`src/rtl/pulse_qual.sv`:
```
// pulse_qual: synchronize, deglitch and width-clamp an async pulse, with post-pulse holdoff
module pulse_qual #(
    parameter int SYNC_STAGES      = 2,
    parameter int MIN_TICKS        = 4,
    parameter int MAX_LENGTH_TICKS = 100,
    parameter int HOLDOFF_TICKS    = 400,
    parameter int CNT_W            = 16
) (
    input  logic                                  clk,
    input  logic                                  rst,
    input  logic                                  in,
    output logic                                  out,
    output logic [$clog2(MAX_LENGTH_TICKS+1)-1:0] len,
    output logic                                  len_vld,
    output logic                                  busy,
    output logic [CNT_W-1:0]                      rej_cnt,
    output logic [CNT_W-1:0]                      drop_cnt
);
    localparam int LW = $clog2(MAX_LENGTH_TICKS + 1);
    localparam int TW = $clog2(HOLDOFF_TICKS + 2);
    localparam int QW = $clog2(MIN_TICKS + SYNC_STAGES + 1);

    typedef enum logic [2:0] {ARM, IDLE, QUAL, PASS, HOLD} state_t;

    state_t                 state, state_nx;
    logic [SYNC_STAGES-1:0] sync;
    logic [MIN_TICKS-1:0]   dl;
    logic                   s_in, s_prev, dl_out;
    logic [QW-1:0]          cnt, cnt_nx;
    logic [LW-1:0]          len_ctr, len_ctr_nx, len_nx;
    logic [TW-1:0]          timer, timer_nx;
    logic                   out_nx, vld_nx, rej_inc, drop_inc;

    assign s_in   = sync[SYNC_STAGES-1];
    assign dl_out = dl[MIN_TICKS-1];

    // Registers: synchronizer, delay line, FSM state and saturating counters
    always_ff @(posedge clk) begin
        if (rst) begin
            sync     <= '0;
            dl       <= '0;
            s_prev   <= 1'b0;
            state    <= ARM;
            cnt      <= '0;
            len_ctr  <= '0;
            timer    <= '0;
            out      <= 1'b0;
            len      <= '0;
            len_vld  <= 1'b0;
            busy     <= 1'b0;
            rej_cnt  <= '0;
            drop_cnt <= '0;
        end else begin
            sync     <= (sync << 1) | SYNC_STAGES'(in);
            dl       <= (dl << 1) | MIN_TICKS'(s_in);
            s_prev   <= s_in;
            state    <= state_nx;
            cnt      <= cnt_nx;
            len_ctr  <= len_ctr_nx;
            timer    <= timer_nx;
            out      <= out_nx;
            len      <= len_nx;
            len_vld  <= vld_nx;
            busy     <= state_nx != IDLE;
            if (rej_inc && rej_cnt != '1) rej_cnt <= rej_cnt + 1'b1;
            if (drop_inc && drop_cnt != '1) drop_cnt <= drop_cnt + 1'b1;
        end
    end

    // Next state: ARM lets the synchronizer fill before trusting s_in; PASS replays the delayed copy
    always_comb begin
        state_nx   = state;
        cnt_nx     = cnt;
        len_ctr_nx = len_ctr;
        timer_nx   = timer;
        out_nx     = 1'b0;
        len_nx     = len;
        vld_nx     = 1'b0;
        rej_inc    = 1'b0;
        drop_inc   = 1'b0;
        case (state)
            ARM: begin
                if (cnt != QW'(SYNC_STAGES)) cnt_nx = cnt + 1'b1;
                else if (!s_in) state_nx = IDLE;
            end
            IDLE: begin
                if (s_in) begin
                    cnt_nx     = QW'(1);
                    len_ctr_nx = '0;
                    state_nx   = (MIN_TICKS == 1) ? PASS : QUAL;
                end
            end
            QUAL: begin
                if (!s_in) begin
                    rej_inc  = 1'b1;
                    state_nx = IDLE;
                end else begin
                    cnt_nx   = cnt + 1'b1;
                    state_nx = (cnt == QW'(MIN_TICKS - 1)) ? PASS : QUAL;
                end
            end
            PASS: begin
                if (out && (!dl_out || len_ctr == LW'(MAX_LENGTH_TICKS))) begin
                    len_nx   = len_ctr;
                    vld_nx   = 1'b1;
                    timer_nx = TW'(HOLDOFF_TICKS);
                    state_nx = HOLD;
                end else begin
                    out_nx     = dl_out;
                    len_ctr_nx = len_ctr + LW'(dl_out);
                end
            end
            HOLD: begin
                timer_nx = (timer != '0) ? timer - 1'b1 : timer;
                drop_inc = s_in & ~s_prev;
                state_nx = (timer == '0 && !s_in) ? IDLE : HOLD;
            end
            default: state_nx = ARM;
        endcase
    end
endmodule

```
`config.mk`:
```
export PLATFORM = sky130hd
export DESIGN_NAME = pulse_qual
export DESIGN_NICKNAME = d
export VERILOG_FILES = /design/src/rtl/pulse_qual.sv
export SDC_FILE = /design/constraint.sdc
export NUM_CORES = 1
export LEC_CHECK = 0
export CORE_ASPECT_RATIO = 2
export CORE_MARGIN = 4
export CORE_UTILIZATION = 46
export DETAILED_ROUTE_END_ITERATION = 10
export PLACE_DENSITY = 0.73
export SYNTH_ARGS = -nofsm -noshare
export SYNTH_HDL_FRONTEND = slang
export SYNTH_SLANG_ARGS = --single-unit
```
`constraint.sdc`:
```
create_clock -name clk -period 2.65 [get_ports clk]
set_input_delay 0.53 -clock clk [delete_from_list [all_inputs] [get_ports clk]]
set_output_delay 0.53 -clock clk [all_outputs]
set_load 0.01 [all_outputs]
```
==> out/qor_table.md, run 1 <==
| Step | Result | Value |
| --- | --- | --- |
| clock network | Largest buffer count on any clock path | 2 |
| pwr | Highest ir drop seen on vdd | 0.395 mV |
| setup path | Peak fanout along the critical path | 12 |
| die | I/O pin cnt | 45 |
| route | Detailed Routing Iterations Pass 1 | 4 |
| route | Total Wirelength | 7.73 mm |
| layout | Layout cells sized above 1 | 0.0829 |
| layout | Cell area after layout | 0.00414 mm^2 |
| worst hold path | Critical hold path startpoint | dl[2] |
| synthesis | Share of async-settable or async-resettable flops after synthesis | 0 |
| die | Chip width | 68.7 um |
| die | Overall die height | 129 um |
| sta | Final Hold Vio Count | 0 |
| worst hold path | Worst min-delay path category | register to register |
| synthesis | Count of warnings emitted by yosys | 0 |
| synthesis | Dominant cells by area after synthesis | sky130_fd_sc_hd__dfxtp_1, sky130_fd_sc_hd__xor2_1, sky130_fd_sc_hd__nor2_1 |
| clock network | TritonCTS Buffers | 9 |
| sta | Final clock period utilization by the worst path | 0.864 |
| setup path | Cell type of the slowest stage on the worst timing path | sky130_fd_sc_hd__or4_1 |
| die | Core ar. | 0.00721 mm^2 |
| route | Routed Antenna Nets | 0 |
| sta | Total negative setup slack | 0 ns |
| route | Initial drt markers | 166 |
| die | Number of placement rows | 44 |
| synthesis | Top cells by count, synth | sky130_fd_sc_hd__dfxtp_1, sky130_fd_sc_hd__nor2_1, sky130_fd_sc_hd__xor2_1, sky130_fd_sc_hd__nor3_1, sky130_fd_sc_hd__nand3_1 |
| setup path | Worst stage delay on the critical path | 0.58 ns |
| clock network | Number of levels the H-tree was split into | 3 |
| grt | Initial antenna violation count | 0 |
| clock network | Clock latency at the later pin of the worst-skew pair | 0.34 ns |
| clock network | Register clock-pin slew on the reported worst setup and hold paths | 0.05 ns |
| setup path | Startpoint type of the worst setup path | register |
| job | Number of max-capacitance violations reported | 0 |
| synthesis | Top cell type's share of synthesized area | 0.414 |
| layout | End-of-flow core utilization | 0.574 |
| worst hold path | Hold Path Sink | dl[3] |
| clock network | Master cell of the clock root buffer | sky130_fd_sc_hd__clkbuf_16 |
| synthesis | Synth Register Bits | 70 |
| grt | Pin count of the biggest net entering global routing | 58 |
| synthesis | Most frequently used cell type in the post-synthesis netlist | sky130_fd_sc_hd__dfxtp_1 |
| setup path | Worst Path Required | 2.86 ns |
| route | Total vias in the final route | 2901 |
| sta | Final count of negative-setup-slack endpoints | 0 |
| setup path | Startpoint of the worst register-to-register path | drop_cnt[0] |
| route | Post-DR wirelength/cell | 15.0 um |
| worst hold path | Hold Path Cell Cnt | 1 |
| status | Outcome | finished, final reports clean |
| clock network | Clock tree from TritonCTS | yes |
| synthesis | Cell area after synthesis | 0.00339 mm^2 |
| layout | Filler cell count | 663 |
| place | Detail Placement HPWL | 5.37 mm |
| grt | Total grt overflow | 0 |
| setup path | WS Path Type | register to register |
| synthesis | Net count after synthesis | 390 |
| sta | Worst-margin pin slew | 0.699 ns |
| pwr | Overall power of the completed layout | 2.38 mW |
| synthesis | Gate count after technology mapping | 378 |
| synthesis | Mean post-synth cell area | 8.96 um^2 |
| layout | Ant. Diodes | 0 |
| place | Placed inst area | 0.00387 mm^2 |
| sta | Final period demand of the worst path | 2.29 ns |
| sta | Achievable Freq | 0.437 GHz |
| grt | First-pass GRT wire length | 12.9 mm |
| setup path | Reg-to-Reg End | drop_cnt[1] |
| clock network | Number of cells upsized or downsized after cts | 0 |
| clock network | CTS Hold Buffers Added | 0 |
| clock network | Number of clock sinks seen by CTS | 70 |
| layout | Layout Nets | 431 |
| die | Initial core utilization | 0.469 |
| place | Placer congestion estimate | 0.845 |
| grt | Tot GR Track Use | 0.194 |
| pwr | Leakage power | 1.45 nW |
| synthesis | Count of distinct cell types in the synthesized netlist | 58 |
| synthesis | Post-synth EDFFs | 0 |
| layout | Layout-stage area growth over the synthesis result | 22.4% |
| sta | Final Max Tran Viols | 0 |
| synthesis | Top_reg_cell synth | sky130_fd_sc_hd__dfxtp_1 |
| setup path | Endpoint kind of the worst setup timing path | register |
| clock network | Setup repair bufs after CTS | 0 |
| sta | Relative slew slack | 0.527 |
| synthesis | Cell type with the largest total area after synthesis | sky130_fd_sc_hd__dfxtp_1 |
| route | Post-detailed-route via-to-cell ratio | 5.64 |
| sta | Largest clock skew in the final design | 0.00492 ns |
| grt | Vias in the first global route | 2844 |
| die | Total die area | 0.00888 mm^2 |
| route | Remaining design rule violation count | 0 |
| synthesis | Share of synthesized area occupied by flip-flops and latches | 0.414 |
| setup path | Register-to-Register Path Depth | 6 |
| setup path | Arrival time reported for the critical path endpoint | 2.50 ns |
| setup path | Cell breakdown of the critical path | ha_1, nand2_1, or4_1, o21ai_2, mux2i_1, nor2_1 |
| sta | RSZ-0062 raised after global routing | false |
| setup path | Register-to-register setup slack | 0.36 ns |
| pwr | Power density over cell area | 574 mW/mm^2 |
| place | IO buf count | 44 |
[registers in the layout, indices dropped and copies added, names as in the netlist]
name      flops
busy          1
cnt           3
dl            4
drop_cnt     16
len           7
len_ctr       7
len_vld       1
out           1
rej_cnt      16
state         3
sync          2
timer         9
[cells by family (layout without fill, tap and decap cells)]
logic type                 after synthesis  after routing  share of synthesized area
muxes                                   11             11                     0.0329
xor gates and xnor gates                32             32                     0.0828
DFF                                     70             70                      0.414
adders and majority gates                9              9                     0.0333
and+or+nand+nor                        167            167                      0.268
buffers and inverters                   31             75                     0.0414
AOI/OAI and AO/OA                       58             58                      0.128
[critical path, delay by kind of cell, from the launching register on]
kind / cells / cell delay, ns
flops: 1 / 0.39
compound gates: 1 / 0.51
simple gates: 3 / 0.75
fa+ha+maj: 1 / 0.25
mux: 1 / 0.25
[cells in the final DEF, fill, tap and decap left out, types with 3 or more instances in the layout]
cell,Yosys,final
sky130_fd_sc_hd__nor2_1,46,46
sky130_fd_sc_hd__inv_1,15,15
sky130_fd_sc_hd__ha_1,9,9
sky130_fd_sc_hd__dfxtp_1,70,70
sky130_fd_sc_hd__nand4_1,15,15
sky130_fd_sc_hd__o31a_1,3,3
sky130_fd_sc_hd__nand3_1,21,21
sky130_fd_sc_hd__xnor2_1,8,8
sky130_fd_sc_hd__nor3_1,23,23
sky130_fd_sc_hd__o21ai_0,10,10
sky130_fd_sc_hd__a211oi_1,3,3
sky130_fd_sc_hd__and2_1,4,4
sky130_fd_sc_hd__mux2i_1,10,10
sky130_fd_sc_hd__o21a_1,10,10
sky130_fd_sc_hd__clkbuf_8,0,3
sky130_fd_sc_hd__nand2_1,20,20
sky130_fd_sc_hd__clkdlybuf4s50_1,0,43
sky130_fd_sc_hd__xor2_1,24,24
sky130_fd_sc_hd__o211ai_1,4,4
sky130_fd_sc_hd__nor4_1,8,8
sky130_fd_sc_hd__nor2b_1,7,7
sky130_fd_sc_hd__a21oi_1,10,10
sky130_fd_sc_hd__clkbuf_16,0,9
[area by class of cell]
| class | count | area (um^2) | area share |
|---|---|---|---|
| timing repair buffer | 46 | 450 | 0.109 |
| inverter | 15 | 56.3 | 0.0136 |
| sequential | 70 | 1400 | 0.338 |
| tap | 92 | 115 | 0.0278 |
| multi-input combinational | 277 | 1840 | 0.445 |
| clock buffer | 13 | 270 | 0.0652 |
| clock inverter | 1 | 5.00 | 0.00121 |
[per-layer routing]
layer | wire length, um | global-route usage
met5 | 0 | 0
met1 | 2930 | 0.196
met2 | 4150 | 0.330
met4 | 320 | 0.125
met3 | 334 | 0.0607
[worst max-delay path by stage]
stage	from	to	slack (ns)	depth (start not counted)
after CTS	drop_cnt[0]	drop_cnt[1]	0.36	6
after detailed placement	drop_cnt[0]	drop_cnt[1]	0.38	6
after global routing	drop_cnt[0]	drop_cnt[1]	0.22	6
final	drop_cnt[0]	drop_cnt[1]	0.36	6
after global placement	drop_cnt[0]	drop_cnt[1]	0.48	6
after floorplan	drop_cnt[0]	drop_cnt[1]	0.70	8
[metrics by stage]
stage / setup WS, ns / instances / hold WS, ns
2_1_floorplan: 0.702 / 378 / 0.414
3_3_place_gp: 0.476 / 500 / 0.423
3_5_place_dp: 0.379 / 500 / 0.430
4_1_cts: 0.359 / 514 / 0.442
5_1_grt: 0.220 / 514 / 0.473
6_report: 0.359 / 514 / 0.437
[power breakdown]
part / total (mW) / internal, mW / switching (mW)
sequential: 1.11 / 1.08 / 0.0253
combinational: 0.156 / 0.0714 / 0.0848
clock: 1.11 / 0.697 / 0.418
Note: power is estimated with default switching activity, not from simulation.
==> run 2: changes to the inputs <==
- ABC_AREA: default -> 1
- ABC_CLOCK_PERIOD_IN_PS: default -> 2650
- PLACE_DENSITY: 0.73 -> 0.72
==> run 2 against run 1 <==
Net effect: cell area is 13% higher; core utilization shrank 0.89 points; clock skew about the same; critical path depth down 5; sequential power is essentially flat; register-to-register slack better by 0.44 ns; critical path type is now register to output pin; largest cell class unchanged; largest power group is now clock; highest routed layer unchanged.
==> out/qor_table.md, run 2 <==
| Step | Result | Value |
| --- | --- | --- |
| die | Total die area | 0.0101 mm^2 |
| synthesis | Post-synthesis simple-gate area fraction | 0.371 |
| layout | Commonest non-fill, non-tap cell in the layout | sky130_fd_sc_hd__nand2_1 |
| die | Core ar. | 0.00829 mm^2 |
| clock network | Register clock-pin slew on the reported worst setup and hold paths | 0.05 ns |
| pwr | Highest ir drop seen on vdd | 0.432 mV |
| grt | Initial antenna violation count | 0 |
| layout | Layout Nets | 618 |
| die | Overall die height | 138 um |
| synthesis | Top_reg_cell synth | sky130_fd_sc_hd__dfxtp_1 |
| setup path | Number of gates on the worst path with buffers counted | 1 |
| sta | Achievable Freq | 0.513 GHz |
| grt | Pin count of the biggest net entering global routing | 37 |
| setup path | Family of cells with the greatest summed delay on the critical path | buffers and inverters |
| sta | Worst-margin pin slew | 0.649 ns |
| route | Post-DR wirelength/cell | 12.7 um |
| setup path | Worst Path Required | 2.12 ns |
| clock network | Master cell of the clock root buffer | sky130_fd_sc_hd__clkbuf_16 |
| setup path | Endpoint kind of the worst setup timing path | output pin |
| setup path | Timing startpoint of the critical path | drop_cnt[10] |
| route | Total Wirelength | 8.97 mm |
| layout | Layout cells sized above 1 | 0.113 |
| synthesis | Cell type with the largest total area after synthesis | sky130_fd_sc_hd__dfxtp_1 |
| setup path | Worst stage delay on the critical path | 0.60 ns |
| synthesis | Dominant cells by area after synthesis | sky130_fd_sc_hd__dfxtp_1, sky130_fd_sc_hd__nand2_1, sky130_fd_sc_hd__nor2_1 |
| worst hold path | Worst min-delay path category | register to register |
| grt | Total grt overflow | 0 |
| setup path | Register-to-Register Path Depth | 9 |
| clock network | Number of levels the H-tree was split into | 3 |
| clock network | CTS Hold Buffers Added | 0 |
| setup path | Arrival time reported for the critical path endpoint | 1.42 ns |
| setup path | Register-to-register setup slack | 0.80 ns |
| synthesis | Dominant combinational cell family by area after synthesis | simple AND/OR/NAND/NOR gates |
| route | Routed length on met3 | 313 um |
| grt | Tot GR Track Use | 0.188 |
| route | Post-detailed-route via-to-cell ratio | 5.15 |
| synthesis | Top cells by count, synth | sky130_fd_sc_hd__nand2_1, sky130_fd_sc_hd__dfxtp_1, sky130_fd_sc_hd__nor2_1, sky130_fd_sc_hd__inv_1, sky130_fd_sc_hd__a21oi_1 |
| place | Placer congestion estimate | 0.861 |
| place | IO buf count | 44 |
| synthesis | Net count after synthesis | 576 |
| setup path | Startpoint of the worst register-to-register path | drop_cnt[0] |
| route | Routed Antenna Nets | 0 |
| sta | Final Hold Vio Count | 0 |
| die | Chip width | 73.2 um |
| clock network | Number of cells upsized or downsized after cts | 0 |
| synthesis | Count of distinct cell types in the synthesized netlist | 34 |
| synthesis | Top cell type's share of synthesized area | 0.358 |
| sta | Relative slew slack | 0.564 |
| synthesis | Post-synthesis xor/xnor area fraction | 0.0470 |
| setup path | Reg-to-Reg End | drop_cnt[0] |
| sta | Final Max Tran Viols | 0 |
| synthesis | Count of warnings emitted by yosys | 0 |
| synthesis | Post-synth EDFFs | 0 |
| clock network | Clock tree from TritonCTS | yes |
| die | Initial core utilization | 0.472 |
| setup path | Cell breakdown of the critical path | clkdlybuf4s50_1 |
| pwr | Power density over cell area | 548 mW/mm^2 |
| synthesis | Cell area after synthesis | 0.00392 mm^2 |
| synthesis | Synth Register Bits | 70 |
| synthesis | Gate count after technology mapping | 564 |
| layout | Most frequent cells in the layout | sky130_fd_sc_hd__nand2_1, sky130_fd_sc_hd__dfxtp_1, sky130_fd_sc_hd__nor2_1 |
| synthesis | Fraction of the mapped netlist area in adder cells | 0.0288 |
| route | Detailed Routing Iterations Pass 1 | 5 |
| sta | Total negative setup slack | 0 ns |
| route | Initial drt markers | 158 |
| setup path | Peak fanout along the critical path | 6 |
| sta | Final period demand of the worst path | 1.95 ns |
| setup path | WS Path Type | register to output pin |
| layout | Top flop regs | drop_cnt: 16 flops, rej_cnt: 16 flops, timer: 9 flops |
| status | Outcome | finished, final reports clean |
| grt | First-pass GRT wire length | 15.4 mm |
| setup path | Critical path buffers and inverters | 1 |
| clock network | Largest buffer count on any clock path | 2 |
| place | Detail Placement HPWL | 6.47 mm |
| sta | Largest clock skew in the final design | 0.00443 ns |
| synthesis | Compound-gate portion of the synthesized area | 0.110 |
| setup path | Endpoint of the most critical setup path | drop_cnt[10] |
| route | Total vias in the final route | 3647 |
| route | Met1 Wirelength | 3.49 mm |
| synthesis | Share of async-settable or async-resettable flops after synthesis | 0 |
| sta | Final clock period utilization by the worst path | 0.735 |
| route | Remaining design rule violation count | 0 |
| grt | Vias in the first global route | 3565 |
| synthesis | Most frequently used cell type in the post-synthesis netlist | sky130_fd_sc_hd__nand2_1 |
| clock network | Clock latency at the later pin of the worst-skew pair | 0.33 ns |
| layout | Layout-stage area growth over the synthesis result | 19.8% |
| setup path | Startpoint type of the worst setup path | register |
| clock network | Setup repair bufs after CTS | 0 |
| layout | Ant. Diodes | 0 |
| clock network | Number of clock sinks seen by CTS | 70 |
| job | Number of max-capacitance violations reported | 0 |
| route | Highest routed layer | met4 |
| synthesis | Fraction of synthesized area in multiplexers | 0 |
| pwr | Overall power of the completed layout | 2.57 mW |
| sta | RSZ-0062 raised after global routing | false |
| clock network | TritonCTS Buffers | 9 |
| synthesis | Share of synthesized area occupied by flip-flops and latches | 0.358 |
| sta | Final worst hold slack | 0.398 ns |
| die | I/O pin cnt | 45 |
| route | Wire length on met2 | 4.95 mm |
| die | Number of placement rows | 47 |
| sta | Final count of negative-setup-slack endpoints | 0 |
| synthesis | Mean post-synth cell area | 6.94 um^2 |
| setup path | Cell type of the slowest stage on the worst timing path | sky130_fd_sc_hd__clkdlybuf4s50_1 |
| pwr | Leakage power | 1.73 nW |
## run 2: cell types whose count changed after synthesis, moves of 9 or more
cell	change
sky130_fd_sc_hd__inv_1	+40
sky130_fd_sc_hd__nand2_2	+16
sky130_fd_sc_hd__nand3_1	+15
sky130_fd_sc_hd__mux2i_1	-10
sky130_fd_sc_hd__nor2_1	+21
sky130_fd_sc_hd__nand2_1	+131
sky130_fd_sc_hd__nor3_1	-14
sky130_fd_sc_hd__o21a_1	-9
sky130_fd_sc_hd__a21oi_1	+33
## run 2: worst min path at each step
stage | start | end | slack [ns] | cells past startpoint
after floorplan | dl[1] | dl[2] | 0.39 | 2
after global routing | sync[0] | sync[1] | 0.42 | 2
after CTS | sync[0] | sync[1] | 0.40 | 2
after global placement | dl[1] | dl[2] | 0.39 | 2
after detailed placement | sync[0] | sync[1] | 0.39 | 2
final | sync[0] | sync[1] | 0.40 | 2
## run 2: layer usage
layer  up-vias  global-route usage
met1      1689               0.203
met2        68               0.334
met5         -                   0
met3        14              0.0443
li1       1876                   -
met4         0              0.0817
## run 2: power breakdown
part | total, mW | internal (mW) | switching [mW]
combinational | 0.235 | 0.0851 | 0.149
clock | 1.23 | 0.798 | 0.428
sequential | 1.11 | 1.08 | 0.0274
## run 2: layout make-up
cell class | count | area, um^2
multi-input cells | 418 | 2180
well taps | 98 | 123
clock inverters | 3 | 42.5
flip-flops and latches | 70 | 1400
inverters | 62 | 235
clock buffers | 12 | 267
repair buffers | 45 | 443
fillers | 807 | 3600
## run 2: per-stage QoR
stage	cells	util	worst slack, ns	instance area [um^2]
final	708	0.566	0.702	4690
after global routing	708	0.566	0.571	4690
after CTS	708	0.566	0.688	4690
after detailed placement	693	0.528	0.811	4380
after global placement	693	0.528	0.857	4380
after floorplan	564	-	0.993	3920
## run 2: logic make-up after synthesis
| family | after synthesis |
|---|---|
| AOI/OAI and AO/OA | 74 |
| and+or+nand+nor | 314 |
| buffers and inverters | 76 |
| adders and majority gates | 9 |
| DFF | 70 |
| xor gates and xnor gates | 21 |
## run 2: tightest hold or removal path, stage by stage (launching register included)
cell,delay [ns]
sky130_fd_sc_hd__dfxtp_1,0.29
sky130_fd_sc_hd__inv_1,0.04
sky130_fd_sc_hd__nor2_1,0.03
